`src/rtl/spi_eeprom_pkg.sv`:
```
// Shared opcodes, frame lengths and FSM state type for the SPI EEPROM controller.
package spi_eeprom_pkg;

   localparam logic [7:0] OP_WREN  = 8'h06;
   localparam logic [7:0] OP_WRITE = 8'h02;
   localparam logic [7:0] OP_READ  = 8'h03;
   localparam logic [7:0] OP_RDSR  = 8'h05;

   localparam int unsigned FRAME_CMD  = 8;
   localparam int unsigned FRAME_POLL = 16;
   localparam int unsigned FRAME_XFER = 32;

   typedef enum logic [2:0] {
      StIdle, StWren, StGapW, StWrite, StGapP, StPoll, StRead, StDone
   } state_t;

endpackage

```
`src/rtl/spi_frame_shifter.sv`:
```
// Mode-0 SPI frame engine: SCK divider, bit counter, MSB-first shift out and byte capture.
module spi_frame_shifter #(
   parameter int unsigned CLK_SCK_SCAL = 40,
   parameter int unsigned OP_CYC       = 8,
   localparam int unsigned BitW        = $clog2(4 * OP_CYC + 1)
) (
   input  logic            clk_i,
   input  logic            reset_i,
   input  logic            start_i,
   input  logic [BitW-1:0] nbits_i,
   input  logic [31:0]     tx_word_i,
   input  logic            sdi_i,
   output logic            csb_o,
   output logic            sck_o,
   output logic            sdo_o,
   output logic [7:0]      rx_byte_o,
   output logic            done_o
);

   localparam int unsigned CntW = $clog2(CLK_SCK_SCAL);
   localparam logic [CntW-1:0] CntLast = CntW'(CLK_SCK_SCAL - 1);
   localparam logic [CntW-1:0] CntHalf = CntW'(CLK_SCK_SCAL / 2);

   logic            busy_q, busy_d;
   logic [CntW-1:0] cnt_q, cnt_d;
   logic [BitW-1:0] bit_q, bit_d;
   logic [BitW-1:0] nbits_q, nbits_d;
   logic [31:0]     shift_q, shift_d;
   logic [7:0]      rx_q, rx_d;
   logic            bit_last;

   assign bit_last  = (bit_q == nbits_q - BitW'(1));
   assign done_o    = busy_q && (cnt_q == CntLast) && bit_last;
   assign csb_o     = ~busy_q;
   assign sck_o     = busy_q && (cnt_q >= CntHalf);
   assign sdo_o     = busy_q & shift_q[31];
   assign rx_byte_o = rx_q;

   always_comb begin
      busy_d  = busy_q;
      cnt_d   = cnt_q;
      bit_d   = bit_q;
      nbits_d = nbits_q;
      shift_d = shift_q;
      rx_d    = rx_q;
      if (!busy_q) begin
         if (start_i) begin
            busy_d  = 1'b1;
            cnt_d   = '0;
            bit_d   = '0;
            nbits_d = nbits_i;
            shift_d = tx_word_i;
         end
      end else begin
         // Sample on the SCK rising edge, shift at the end of the bit period.
         if (cnt_q == CntHalf) begin
            rx_d = {rx_q[6:0], sdi_i};
         end
         if (cnt_q == CntLast) begin
            cnt_d   = '0;
            shift_d = {shift_q[30:0], 1'b0};
            if (bit_last) begin
               busy_d = 1'b0;
               bit_d  = '0;
            end else begin
               bit_d = bit_q + BitW'(1);
            end
         end else begin
            cnt_d = cnt_q + CntW'(1);
         end
      end
   end

   always_ff @(posedge clk_i) begin
      if (reset_i) begin
         busy_q  <= 1'b0;
         cnt_q   <= '0;
         bit_q   <= '0;
         nbits_q <= '0;
         shift_q <= '0;
         rx_q    <= '0;
      end else begin
         busy_q  <= busy_d;
         cnt_q   <= cnt_d;
         bit_q   <= bit_d;
         nbits_q <= nbits_d;
         shift_q <= shift_d;
         rx_q    <= rx_d;
      end
   end

endmodule

```
`src/rtl/spi_eeprom_ctrl.sv`:
```
// Request/response transaction controller for an SPI EEPROM: read, and write with WIP polling.
module spi_eeprom_ctrl
   import spi_eeprom_pkg::*;
#(
   parameter int unsigned CLK_SCK_SCAL = 40,
   parameter int unsigned OP_CYC       = 8,
   parameter int unsigned POLL_MAX     = 1024
) (
   input  logic        clk_i,
   input  logic        reset_i,
   input  logic        req_valid_i,
   output logic        req_ready_o,
   input  logic        req_wr_i,
   input  logic [15:0] req_addr_i,
   input  logic [7:0]  req_wdata_i,
   output logic        rsp_valid_o,
   output logic [7:0]  rsp_rdata_o,
   output logic        rsp_err_o,
   output logic        csb_o,
   output logic        sck_o,
   output logic        sdo_o,
   input  logic        sdi_i
);

   localparam int unsigned BitW  = $clog2(4 * OP_CYC + 1);
   localparam int unsigned PollW = $clog2(POLL_MAX + 1);
   localparam int unsigned GapW  = $clog2(CLK_SCK_SCAL);
   // The frame state spends one cycle launching the shifter, so the gap state runs S-1 cycles.
   localparam logic [GapW-1:0]  GapLast  = GapW'(CLK_SCK_SCAL - 2);
   localparam logic [PollW-1:0] PollLast = PollW'(POLL_MAX - 1);

   state_t           state_q, state_d;
   logic [15:0]      addr_q, addr_d;
   logic [7:0]       wdata_q, wdata_d;
   logic [7:0]       rdata_q, rdata_d;
   logic             err_q, err_d;
   logic [PollW-1:0] poll_q, poll_d;
   logic [GapW-1:0]  gap_q, gap_d;

   logic             sh_start, sh_csb, sh_done;
   logic [BitW-1:0]  sh_nbits;
   logic [31:0]      sh_tx;
   logic [7:0]       sh_rx;
   logic [7:0]       addr_hi;

   assign addr_hi     = addr_q[15:8] & 8'h7F;
   assign req_ready_o = (state_q == StIdle);
   assign rsp_valid_o = (state_q == StDone);
   assign rsp_err_o   = (state_q == StDone) && err_q;
   assign rsp_rdata_o = rdata_q;
   assign csb_o       = sh_csb;

   always_comb begin
      state_d  = state_q;
      addr_d   = addr_q;
      wdata_d  = wdata_q;
      rdata_d  = rdata_q;
      err_d    = err_q;
      poll_d   = poll_q;
      gap_d    = '0;
      sh_start = 1'b0;
      sh_nbits = '0;
      sh_tx    = '0;
      unique case (state_q)
         StIdle: begin
            if (req_valid_i) begin
               addr_d  = req_addr_i;
               wdata_d = req_wdata_i;
               err_d   = 1'b0;
               poll_d  = '0;
               state_d = req_wr_i ? StWren : StRead;
            end
         end
         StWren: begin
            sh_nbits = BitW'(FRAME_CMD);
            sh_tx    = {OP_WREN, 24'h0};
            sh_start = sh_csb;
            if (sh_done) state_d = StGapW;
         end
         StGapW: begin
            gap_d = gap_q + GapW'(1);
            if (gap_q == GapLast) begin
               gap_d   = '0;
               state_d = StWrite;
            end
         end
         StWrite: begin
            sh_nbits = BitW'(FRAME_XFER);
            sh_tx    = {OP_WRITE, addr_hi, addr_q[7:0], wdata_q};
            sh_start = sh_csb;
            if (sh_done) state_d = StGapP;
         end
         StGapP: begin
            gap_d = gap_q + GapW'(1);
            if (gap_q == GapLast) begin
               gap_d   = '0;
               state_d = StPoll;
            end
         end
         StPoll: begin
            sh_nbits = BitW'(FRAME_POLL);
            sh_tx    = {OP_RDSR, 24'h0};
            sh_start = sh_csb;
            if (sh_done) begin
               poll_d = poll_q + PollW'(1);
               if (!sh_rx[0]) begin
                  state_d = StDone;
               end else if (poll_q == PollLast) begin
                  err_d   = 1'b1;
                  state_d = StDone;
               end else begin
                  state_d = StGapP;
               end
            end
         end
         StRead: begin
            sh_nbits = BitW'(FRAME_XFER);
            sh_tx    = {OP_READ, addr_hi, addr_q[7:0], 8'h00};
            sh_start = sh_csb;
            if (sh_done) begin
               rdata_d = sh_rx;
               state_d = StDone;
            end
         end
         StDone:  state_d = StIdle;
         default: state_d = StIdle;
      endcase
   end

   always_ff @(posedge clk_i) begin
      if (reset_i) begin
         state_q <= StIdle;
         addr_q  <= '0;
         wdata_q <= '0;
         rdata_q <= '0;
         err_q   <= 1'b0;
         poll_q  <= '0;
         gap_q   <= '0;
      end else begin
         state_q <= state_d;
         addr_q  <= addr_d;
         wdata_q <= wdata_d;
         rdata_q <= rdata_d;
         err_q   <= err_d;
         poll_q  <= poll_d;
         gap_q   <= gap_d;
      end
   end

   spi_frame_shifter #(
      .CLK_SCK_SCAL (CLK_SCK_SCAL),
      .OP_CYC       (OP_CYC)
   ) u_shifter (
      .clk_i     (clk_i),
      .reset_i   (reset_i),
      .start_i   (sh_start),
      .nbits_i   (sh_nbits),
      .tx_word_i (sh_tx),
      .sdi_i     (sdi_i),
      .csb_o     (sh_csb),
      .sck_o     (sck_o),
      .sdo_o     (sdo_o),
      .rx_byte_o (sh_rx),
      .done_o    (sh_done)
   );

endmodule

```
`config.mk`:
```
export PLATFORM = sky130hd
export DESIGN_NAME = spi_eeprom_ctrl
export DESIGN_NICKNAME = d
export VERILOG_FILES = /design/src/rtl/spi_eeprom_pkg.sv /design/src/rtl/spi_frame_shifter.sv /design/src/rtl/spi_eeprom_ctrl.sv
export SDC_FILE = /design/constraint.sdc
export NUM_CORES = 1
export LEC_CHECK = 0
export ABC_CLOCK_PERIOD_IN_PS = 4100
export CORE_AREA = 2 2 120 122
export DETAILED_ROUTE_END_ITERATION = 7
export DIE_AREA = 0 0 122 124
export SYNTH_ARGS = -nofsm -noshare
export SYNTH_HDL_FRONTEND = slang
export SYNTH_HIERARCHICAL = 1
export SYNTH_SLANG_ARGS = --single-unit
```
`constraint.sdc`:
```
create_clock -name clk_i -period 4.1 [get_ports clk_i]
set_input_delay 0.615 -clock clk_i [delete_from_list [all_inputs] [get_ports clk_i]]
set_output_delay 0.615 -clock clk_i [all_outputs]
set_load 0.05 [all_outputs]
```
==> flow_metrics.env, run 1 <==
export IMPL_max_slew_margin=0.2333
export IMPL_fin_util=0.4482
export IMPL_die_area_mm2=0.01513
export IMPL_cts_root_buf="clkbuf_16"
export IMPL_antenna_found_initial=0
export IMPL_htreeDepth=3
export IMPL_overflow=0
export IMPL_ctsResizeCount=0
export IMPL_cts_tree="yes"
export IMPL_area_delta_synth_final_pct=14.01
export IMPL_finalSetupViolations=0
export IMPL_drc=0
export IMPL_port_buffers=41
export IMPL_dp_hpwl_mm=7.427
export IMPL_async_flop_share=0
export IMPL_cts_sinks=111
export IMPL_grtUsageTotal=0.1588
export IMPL_post_cts_buffers=0
export IMPL_grt_busiest_layer="met2"
export IMPL_cts_hold_buf=0
export IMPL_cellLeakagePower_nw=2.127
export IMPL_globalplace_congestion=0.7624
export IMPL_end_kind="flip-flop"
export IMPL_cp_data_arrival_time_ps=3450
export IMPL_slew_viol_final=0
export IMPL_grtUsageMet2=0.2521
export IMPL_hold_path_class="reg2reg"
export IMPL_fp_dieW_um=122
export IMPL_clock_path_buffers=2
export IMPL_status="completed"
export IMPL_syn_area_mm2=0.005394
export IMPL_use_met1=0.2089
export IMPL_skew_ps=8.467
export IMPL_yosysUniqueCellTypes=60
export IMPL_start_util=0.3932
export IMPL_ys_seq_area_frac=0.4120
export IMPL_drive_gt1_frac=0.09859
export IMPL_die_h_um=124
export IMPL_post_drt_wl_per_cell_um=13.69
export IMPL_diodes=0
export IMPL_syn_area_per_cell_um2=8.828
export IMPL_peakVddDrop_uv=197.0
export IMPL_first_pass_iters=4
export IMPL_worst_pin_slew_ps=1146
export IMPL_detailedRoute_firstIterationViolations=185
export IMPL_use_met3=0.02839
export IMPL_wl_mm=11.21
export IMPL_dominantRegCellSynth="dfxtp_1"
export IMPL_cts_made_buffers=9
export IMPL_ant_nets=0
export IMPL_mostFrequentLayoutCell="dfxtp_1"
export IMPL_ys_warn_count=6
export IMPL_crit_fanout=7
export IMPL_syn_inst=611
export IMPL_grt_first_pass_wirelength_mm=19.02
export IMPL_place_ws_ps=996.7
export IMPL_crit_required_ps=4370
export IMPL_powerDensity_mw_per_mm2=530.0
export IMPL_timing_hold_ws_ps=452.3
export IMPL_clkLatencyLatePin_ps=360
export IMPL_critPathKind="reg2reg"
export IMPL_setup_ws_ps=928.3
export IMPL_cap_violations=0
export IMPL_final_cell_mix="110 x dfxtp_1, 80 x nand2_1, 77 x nor2_1"
export IMPL_vias_per_cell=5.121
export IMPL_clk_pin_slew_ps=70
export IMPL_rsz0062_at_grt="no"
export IMPL_hold_viol=0
export IMPL_route_vias_total=4194
export IMPL_critPathLaunchType="flip-flop"
export IMPL_core_area_mm2=0.01372
export IMPL_max_freq_mhz=315.3
export IMPL_post_route_period_util=0.7736
export IMPL_nets=672
export IMPL_grt_start_max_net_pins=78
export IMPL_grt_pass1_vias=3961
export IMPL_synth_edf_count=0
export IMPL_finalSetupTns_ps=0
export IMPL_rows=43
export IMPL_synth_seq_cells=111
export IMPL_total_power_mw=3.259
export IMPL_post_route_min_period_ps=3172
export IMPL_io_pins=43
## cell usage after synthesis, drive strengths merged, types with 2 or more instances
cell type | instances | area (um^2)
dfxtp | 111 | 2222
nand2 | 80 | 300.3
nor2 | 78 | 309.0
a21oi | 50 | 261.5
mux2i | 45 | 450.4
a211oi | 34 | 400.4
clkbuf | 24 | 90.09
and3 | 19 | 118.9
buf | 18 | 131.4
nand3 | 15 | 75.07
inv | 14 | 52.55
and2 | 13 | 81.33
o21ai | 12 | 63.81
xnor2 | 11 | 96.34
nor3 | 8 | 40.04
xor2 | 8 | 70.07
ha | 7 | 87.58
nor2b | 6 | 37.54
nand2b | 5 | 31.28
nand4b | 5 | 58.80
nor3b | 5 | 37.54
a2111oi | 3 | 52.55
a21o | 3 | 22.52
a311oi | 3 | 26.28
nand4 | 3 | 18.77
a31o | 2 | 17.52
a41oi | 2 | 17.52
and4 | 2 | 17.52
nor4b | 2 | 17.52
o211ai | 2 | 15.01
o21a | 2 | 15.01
o31ai | 2 | 15.01
or2 | 2 | 12.51
## worst max-delay path: stages (launching register included)
cell and delay [ps]:
dfxtp_1 390, inv_1 80, ha_1 240, nand2b_1 180, o211a_1 140, o31a_1 300, nor3_1 390, nand3_1 370
a211o_1 420, or4_1 410, a21oi_1 170
## path summary, 6_finish.rpt
kind | cells after the start | slack, ps | from | endpoint
min reg2reg | 2 | 450 | wdata_q[1]$_SDFFE_PP0P_ | wdata_q[1]$_SDFFE_PP0P_
min | 2 | 450 | wdata_q[1]$_SDFFE_PP0P_ | wdata_q[1]$_SDFFE_PP0P_
max reg2reg | 10 | 930 | u_shifter/nbits_q[0]$_SDFFE_PP0P_ | poll_q[9]$_SDFFE_PP0P_
max | 10 | 930 | u_shifter/nbits_q[0]$_SDFFE_PP0P_ | poll_q[9]$_SDFFE_PP0P_
## routing by layer
| metal | wire length (um) | share of wire |
|---|---|---|
| met4 | 227 | 0.020 |
| met2 | 5134 | 0.46 |
| met5 | 0 | 0 |
| met1 | 5555 | 0.50 |
| met3 | 295 | 0.026 |
## area by class of cell
class / instances / area [um^2]
Inverter: 14 / 52.55
Fill cell: 1326 / 7570
Clock inverter: 4 / 25.02
Tap cell: 180 / 225.2
Sequential cell: 111 / 2223
Clock buffer: 10 / 229.0
Multi-Input combinational cell: 452 / 2934
Timing Repair Buffer: 48 / 460.4
## flip-flops by register name (all words and copies together) (netlist names)
register,flops
u_shifter/nbits_q,6
poll_q,11
u_shifter/bit_q,6
u_shifter/busy_q,1
gap_q,6
u_shifter/rx_byte_o,8
addr_q,15
wdata_q,8
u_shifter/shift_q,32
u_shifter/cnt_q,6
state_q,3
err_q,1
rsp_rdata_o,8
## per-stage QoR
step	instance area [um^2]	instances
CTS	6150	819
floorplan	5424	619
finish	6150	819
global route	6150	819
global placement	5896	805
detailed placement	5896	805
## report_power, final
part / switching, mW / internal [mW] / leakage [nW]
sequential: 0.143 / 1.27 / 0.904
combinational: 0.642 / 0.401 / 1.10
clock: 0.397 / 0.404 / 0.120
## cell families (layout without fill, tap and decap cells)
group / count (synthesis) / after routing / share of synthesized area
muxes: 45 / 45 / 0.08351
other: 1 / 9 / 0.0006952
DFF: 111 / 111 / 0.4120
AOI/OAI and AO/OA: 122 / 122 / 0.1795
buffers and inverters: 56 / 76 / 0.05080
xor gates and xnor gates: 19 / 19 / 0.03085
and+or+nand+nor: 250 / 250 / 0.2264
adders and majority gates: 7 / 7 / 0.01624
Power figures use the tool's default switching activity.
==> run 2: changes to the inputs <==
--- a/config.mk
+++ b/config.mk
@@ -5,7 +5,7 @@
 export SDC_FILE = /design/constraint.sdc
 export NUM_CORES = 1
 export LEC_CHECK = 0
-export ABC_CLOCK_PERIOD_IN_PS = 4100
+export ABC_CLOCK_PERIOD_IN_PS = 3200
 export CORE_AREA = 2 2 120 122
 export DETAILED_ROUTE_END_ITERATION = 7
 export DIE_AREA = 0 0 122 124
==> constraint.sdc (replaced) <==
create_clock -name clk_i -period 3.2 [get_ports clk_i]
set_input_delay 0.48 -clock clk_i [delete_from_list [all_inputs] [get_ports clk_i]]
set_output_delay 0.48 -clock clk_i [all_outputs]
set_load 0.05 [all_outputs]
==> flow_metrics.env, run 2 (synthesized netlist as in run 1, its figures left out) <==
export IMPL_reg2reg_depth=10
export IMPL_core_area_mm2=0.01372
export IMPL_crit_required_ps=3480
export IMPL_final_cell_mix="110 x dfxtp_1, 80 x nand2_1, 77 x nor2_1"
export IMPL_skew_ps=5.707
export IMPL_post_cts_buffers=0
export IMPL_clock_path_buffers=2
export IMPL_total_power_mw=4.324
export IMPL_rsz0062_at_grt="no"
export IMPL_port_buffers=41
export IMPL_finalSetupViolations=0
export IMPL_wl_mm=11.30
export IMPL_ctsResizeCount=0
export IMPL_place_ws_ps=197.3
export IMPL_clkLatencyLatePin_ps=350
export IMPL_peakVddDrop_uv=299.6
export IMPL_die_h_um=124
export IMPL_route_vias_total=4199
export IMPL_post_route_period_util=0.9052
export IMPL_max_slew_margin=0.3515
export IMPL_die_area_mm2=0.01513
export IMPL_powerDensity_mw_per_mm2=691.0
export IMPL_mostFrequentLayoutCell="dfxtp_1"
export IMPL_area_delta_synth_final_pct=16.01
export IMPL_fillers=1350
export IMPL_globalplace_congestion=0.7642
export IMPL_cellLeakagePower_nw=2.192
export IMPL_finalSetupTns_ps=0
export IMPL_start_util=0.3932
export IMPL_hold_viol=0
export IMPL_worst_pin_slew_ps=970.7
export IMPL_max_freq_mhz=345.2
export IMPL_status="completed"
export IMPL_cts_root_buf="clkbuf_16"
export IMPL_clk_pin_slew_ps=70
export IMPL_end_kind="flip-flop"
export IMPL_detailedRoute_firstIterationViolations=344
export IMPL_post_route_cell_area_mm2=0.006257
export IMPL_crit_fanout=7
export IMPL_hold_path_class="reg2reg"
export IMPL_dp_hpwl_mm=7.838
export IMPL_fp_dieW_um=122
export IMPL_placed_cell_area_mm2=0.005961
export IMPL_io_pins=43
export IMPL_antenna_found_initial=0
export IMPL_first_pass_iters=4
export IMPL_cts_sinks=111
export IMPL_cp_data_arrival_time_ps=3180
export IMPL_critPathLaunchType="flip-flop"
export IMPL_multi_input_comb_area_mm2=0.002939
export IMPL_top_register="u_shifter/shift_q"
export IMPL_post_drt_wl_per_cell_um=13.64
export IMPL_htreeDepth=3
export IMPL_slew_viol_final=0
export IMPL_cts_hold_buf=0
export IMPL_grt_start_max_net_pins=40
export IMPL_nets=679
export IMPL_drive_gt1_frac=0.1111
export IMPL_cts_made_buffers=9
export IMPL_drc=0
export IMPL_rows=43
export IMPL_grt_first_pass_wirelength_mm=18.90
export IMPL_ant_nets=0
export IMPL_grt_pass1_vias=3985
export IMPL_setup_ws_ps=303.4
export IMPL_fin_util=0.4561
export IMPL_overflow=0
export IMPL_diodes=0
export IMPL_critPathKind="reg2reg"
export IMPL_cts_tree="yes"
export IMPL_seq_area_mm2=0.002223
export IMPL_largest_reg_flops=32
export IMPL_post_route_min_period_ps=2897
export IMPL_largest_registers="u_shifter/shift_q (32), addr_q (15), poll_q (11)"
export IMPL_holdPathStages=2
export IMPL_grtUsageTotal=0.1563
export IMPL_vias_per_cell=5.071
export IMPL_cap_violations=0
run 2: changes by cell type in the layout (fill, tap and decap cells not counted), sizes merged:
| cell | delta |
|---|---|
| buf | +7 |
| bufinv | +1 |
| clkbuf | +2 |
| clkinv | +1 |
| clkinvlp | -2 |
run 2: final cells by class:
| cell class | instances | share of cell area |
|---|---|---|
| inverters | 14 | 0.008398 |
| flip-flops and latches | 111 | 0.3553 |
| clock inverters | 4 | 0.007199 |
| well taps | 180 | 0.03599 |
| clock buffers | 12 | 0.03939 |
| multi-input cells | 452 | 0.4697 |
| repair buffers | 55 | 0.08398 |
run 2: where the power goes:
part	internal, mW	switching, mW
clock	0.626	0.497
sequential	1.63	0.154
combinational	0.557	0.860
run 2: path summary, 6_finish.rpt:
check,start,endpoint,slack [ps]
worst max-delay path,u_shifter/nbits_q[0]$_SDFFE_PP0P_,poll_q[9]$_SDFFE_PP0P_,300
worst min-delay path,addr_q[14]$_SDFFE_PP0P_,addr_q[14]$_SDFFE_PP0P_,450
worst max register to register,u_shifter/nbits_q[0]$_SDFFE_PP0P_,poll_q[9]$_SDFFE_PP0P_,300
worst min register to register,addr_q[14]$_SDFFE_PP0P_,addr_q[14]$_SDFFE_PP0P_,450
run 2: worst max-delay path: stages (launching register included):
cell and delay [ps]:
dfxtp_1 390, inv_1 70, ha_1 240, nand2b_1 170, o211a_1 130, o31a_1 290, nor3_1 390, nand3_2 250
a211o_1 350, or4_1 390, a21oi_1 140
run 2: layer usage:
| layer | wire, um | global-route usage |
|---|---|---|
| met1 | 5651 | 0.2075 |
| met2 | 5233 | 0.2528 |
| met3 | 262 | 0.03617 |
| met4 | 148 | 0.04813 |
| met5 | 0 | 0 |
run 2: metrics by stage:
stage / cells / hold slack, ps
finish: 828 / 450.6
global route: 828 / 465.9
CTS: 828 / 452.3
detailed placement: 812 / 443.4
global placement: 812 / 438.3
floorplan: 619 / 425.8
==> run 3: changes to the inputs <==
--- a/config.mk
+++ b/config.mk
@@ -9,6 +9,7 @@
 export CORE_AREA = 2 2 120 122
 export DETAILED_ROUTE_END_ITERATION = 7
 export DIE_AREA = 0 0 122 124
+export PLACE_DENSITY_LB_ADDON = 0.25
 export SYNTH_ARGS = -nofsm -noshare
 export SYNTH_HDL_FRONTEND = slang
 export SYNTH_HIERARCHICAL = 1
==> flow_metrics.env, run 3 (synthesized netlist as in run 1, its figures left out) <==
export IMPL_status="completed"
export IMPL_io_pins=43
export IMPL_holdPathStages=2
export IMPL_final_cell_mix="110 x dfxtp_1, 80 x nand2_1, 77 x nor2_1"
export IMPL_drive_gt1_frac=0.1140
export IMPL_worstSetupStartpoint="u_shifter/nbits_q[0]$_SDFFE_PP0P_"
export IMPL_diodes=0
export IMPL_area_delta_synth_final_pct=17.12
export IMPL_cap_violations=0
export IMPL_grt_pass1_vias=3940
export IMPL_slew_viol_final=0
export IMPL_cts_root_buf="clkbuf_16"
export IMPL_r2r_setup_slack_ps=250
export IMPL_critPathKind="reg2reg"
export IMPL_crit_required_ps=3470
export IMPL_cp_data_arrival_time_ps=3220
export IMPL_crit_path_end="poll_q[9]$_SDFFE_PP0P_"
export IMPL_core_area_mm2=0.01372
export IMPL_post_route_period_util=0.9223
export IMPL_r2r_start="u_shifter/nbits_q[0]$_SDFFE_PP0P_"
export IMPL_max_slew_margin=0.5871
export IMPL_die_area_mm2=0.01513
export IMPL_setup_ws_ps=248.8
export IMPL_path_depth=10
export IMPL_globalplace_congestion=0.8458
export IMPL_place_ws_ps=179.6
export IMPL_cellLeakagePower_nw=2.221
export IMPL_port_buffers=41
export IMPL_clock_path_buffers=2
export IMPL_peakVddDrop_uv=289.7
export IMPL_hold_viol=0
export IMPL_route_vias_total=4231
export IMPL_crit_fanout=7
export IMPL_worstReg2RegEnd="poll_q[9]$_SDFFE_PP0P_"
export IMPL_post_route_min_period_ps=2951
export IMPL_skew_ps=7.875
export IMPL_largest_registers="u_shifter/shift_q (32), addr_q (15), poll_q (11)"
export IMPL_finalSetupViolations=0
export IMPL_finalSetupTns_ps=0
export IMPL_clk_pin_slew_ps=70
export IMPL_timing_hold_ws_ps=447.4
export IMPL_fin_cells=829
export IMPL_slowest_delay_ps=410
export IMPL_powerDensity_mw_per_mm2=704.3
export IMPL_htreeDepth=3
export IMPL_path_cells="inv_1 > ha_1 > nand2b_1 > o211a_1 > o31a_1 > nor3_1 > nand3_2 > a211o_1 > or4_1 > a21oi_1"
export IMPL_largest_reg_flops=32
export IMPL_post_drt_wl_per_cell_um=13.11
export IMPL_overflow=0
export IMPL_dp_cells=813
export IMPL_first_pass_iters=4
export IMPL_wl_mm=10.87
export IMPL_cts_made_buffers=9
export IMPL_clkLatencyLatePin_ps=340
export IMPL_mostFrequentLayoutCell="dfxtp_1"
export IMPL_cts_sinks=111
export IMPL_critPathLaunchType="flip-flop"
export IMPL_dp_hpwl_mm=7.567
export IMPL_drc=0
export IMPL_critPathBufInv=1
export IMPL_die_h_um=124
export IMPL_reg2reg_depth=10
export IMPL_cts_tree="yes"
export IMPL_rows=43
export IMPL_hold_path_class="reg2reg"
export IMPL_path_delay_family="simple AND/OR/NAND/NOR gates"
export IMPL_antenna_found_initial=0
export IMPL_nets=680
export IMPL_grt_start_max_net_pins=63
export IMPL_grtUsageTotal=0.1513
export IMPL_rsz0062_at_grt="no"
export IMPL_slowest_stage="or4_1"
export IMPL_fp_dieW_um=122
export IMPL_detailedRoute_firstIterationViolations=254
export IMPL_start_util=0.3932
export IMPL_ant_nets=0
export IMPL_top_register="u_shifter/shift_q"
export IMPL_end_kind="flip-flop"
export IMPL_grt_first_pass_wirelength_mm=18.52
export IMPL_worst_pin_slew_ps=617.8
export IMPL_max_freq_mhz=338.8
export IMPL_vias_per_cell=5.104
run 3: cell type report:
cell class / instances / area [um^2]
sequential: 111 / 2223
inverter: 14 / 52.55
clock inverter: 2 / 60.06
fill: 1317 / 7402
multi-input combinational: 452 / 2939
clock buffer: 14 / 284.0
timing repair buffer: 56 / 533.0
tap: 180 / 225.2
run 3: per-stage QoR:
step | util | power [mW] | cell area (um^2)
floorplan | - | 2.982 | 5424
global placement | 0.4350 | 3.194 | 5968
detailed placement | 0.4350 | 3.235 | 5968
CTS | 0.4601 | 4.502 | 6312
global route | 0.4605 | 4.735 | 6317
finish | 0.4605 | 4.449 | 6317
run 3: how the worst min path moves through the flow:
| stage | slack (ps) | startpoint | to |
|---|---|---|---|
| floorplan | 430 | gap_q[0]$_SDFF_PP0_ | gap_q[0]$_SDFF_PP0_ |
| global placement | 440 | gap_q[0]$_SDFF_PP0_ | gap_q[0]$_SDFF_PP0_ |
| detailed placement | 440 | wdata_q[0]$_SDFFE_PP0P_ | wdata_q[0]$_SDFFE_PP0P_ |
| CTS | 450 | wdata_q[0]$_SDFFE_PP0P_ | wdata_q[0]$_SDFFE_PP0P_ |
| global route | 470 | wdata_q[1]$_SDFFE_PP0P_ | wdata_q[1]$_SDFFE_PP0P_ |
| finish | 450 | u_shifter/rx_byte_o[7]$_SDFFE_PP0P_ | rsp_rdata_o[7]$_SDFFE_PP0P_ |
run 3: power breakdown:
| part | total, mW | switching (mW) | leakage, nW | internal [mW] |
|---|---|---|---|---|
| clock network | 1.25 | 0.478 | 0.169 | 0.772 |
| registers | 1.79 | 0.161 | 0.904 | 1.63 |
| logic | 1.41 | 0.848 | 1.15 | 0.559 |
run 3: tightest hold or removal path, delay by kind of cell, from the launching register on:
family,cells,cell delay (ps)
DFF,1,310
and+or+nand+nor,1,50
AOI/OAI and AO/OA,1,50
run 3: per-layer routing:
layer  vias to the layer above  wire length, um  track usage
met1                      1991             5277       0.2039
met5                         -                0            0
met2                        45             4941       0.2385
met4                         0              252      0.06394
met3                        15              400      0.02747
li1                       2180                -            -
run 3: timing repair:
action	in CTS	in global routing
setup buffers	0	0
gates resized for setup	0	1
setup endpoints to repair	0	5
hold buffers	0	0
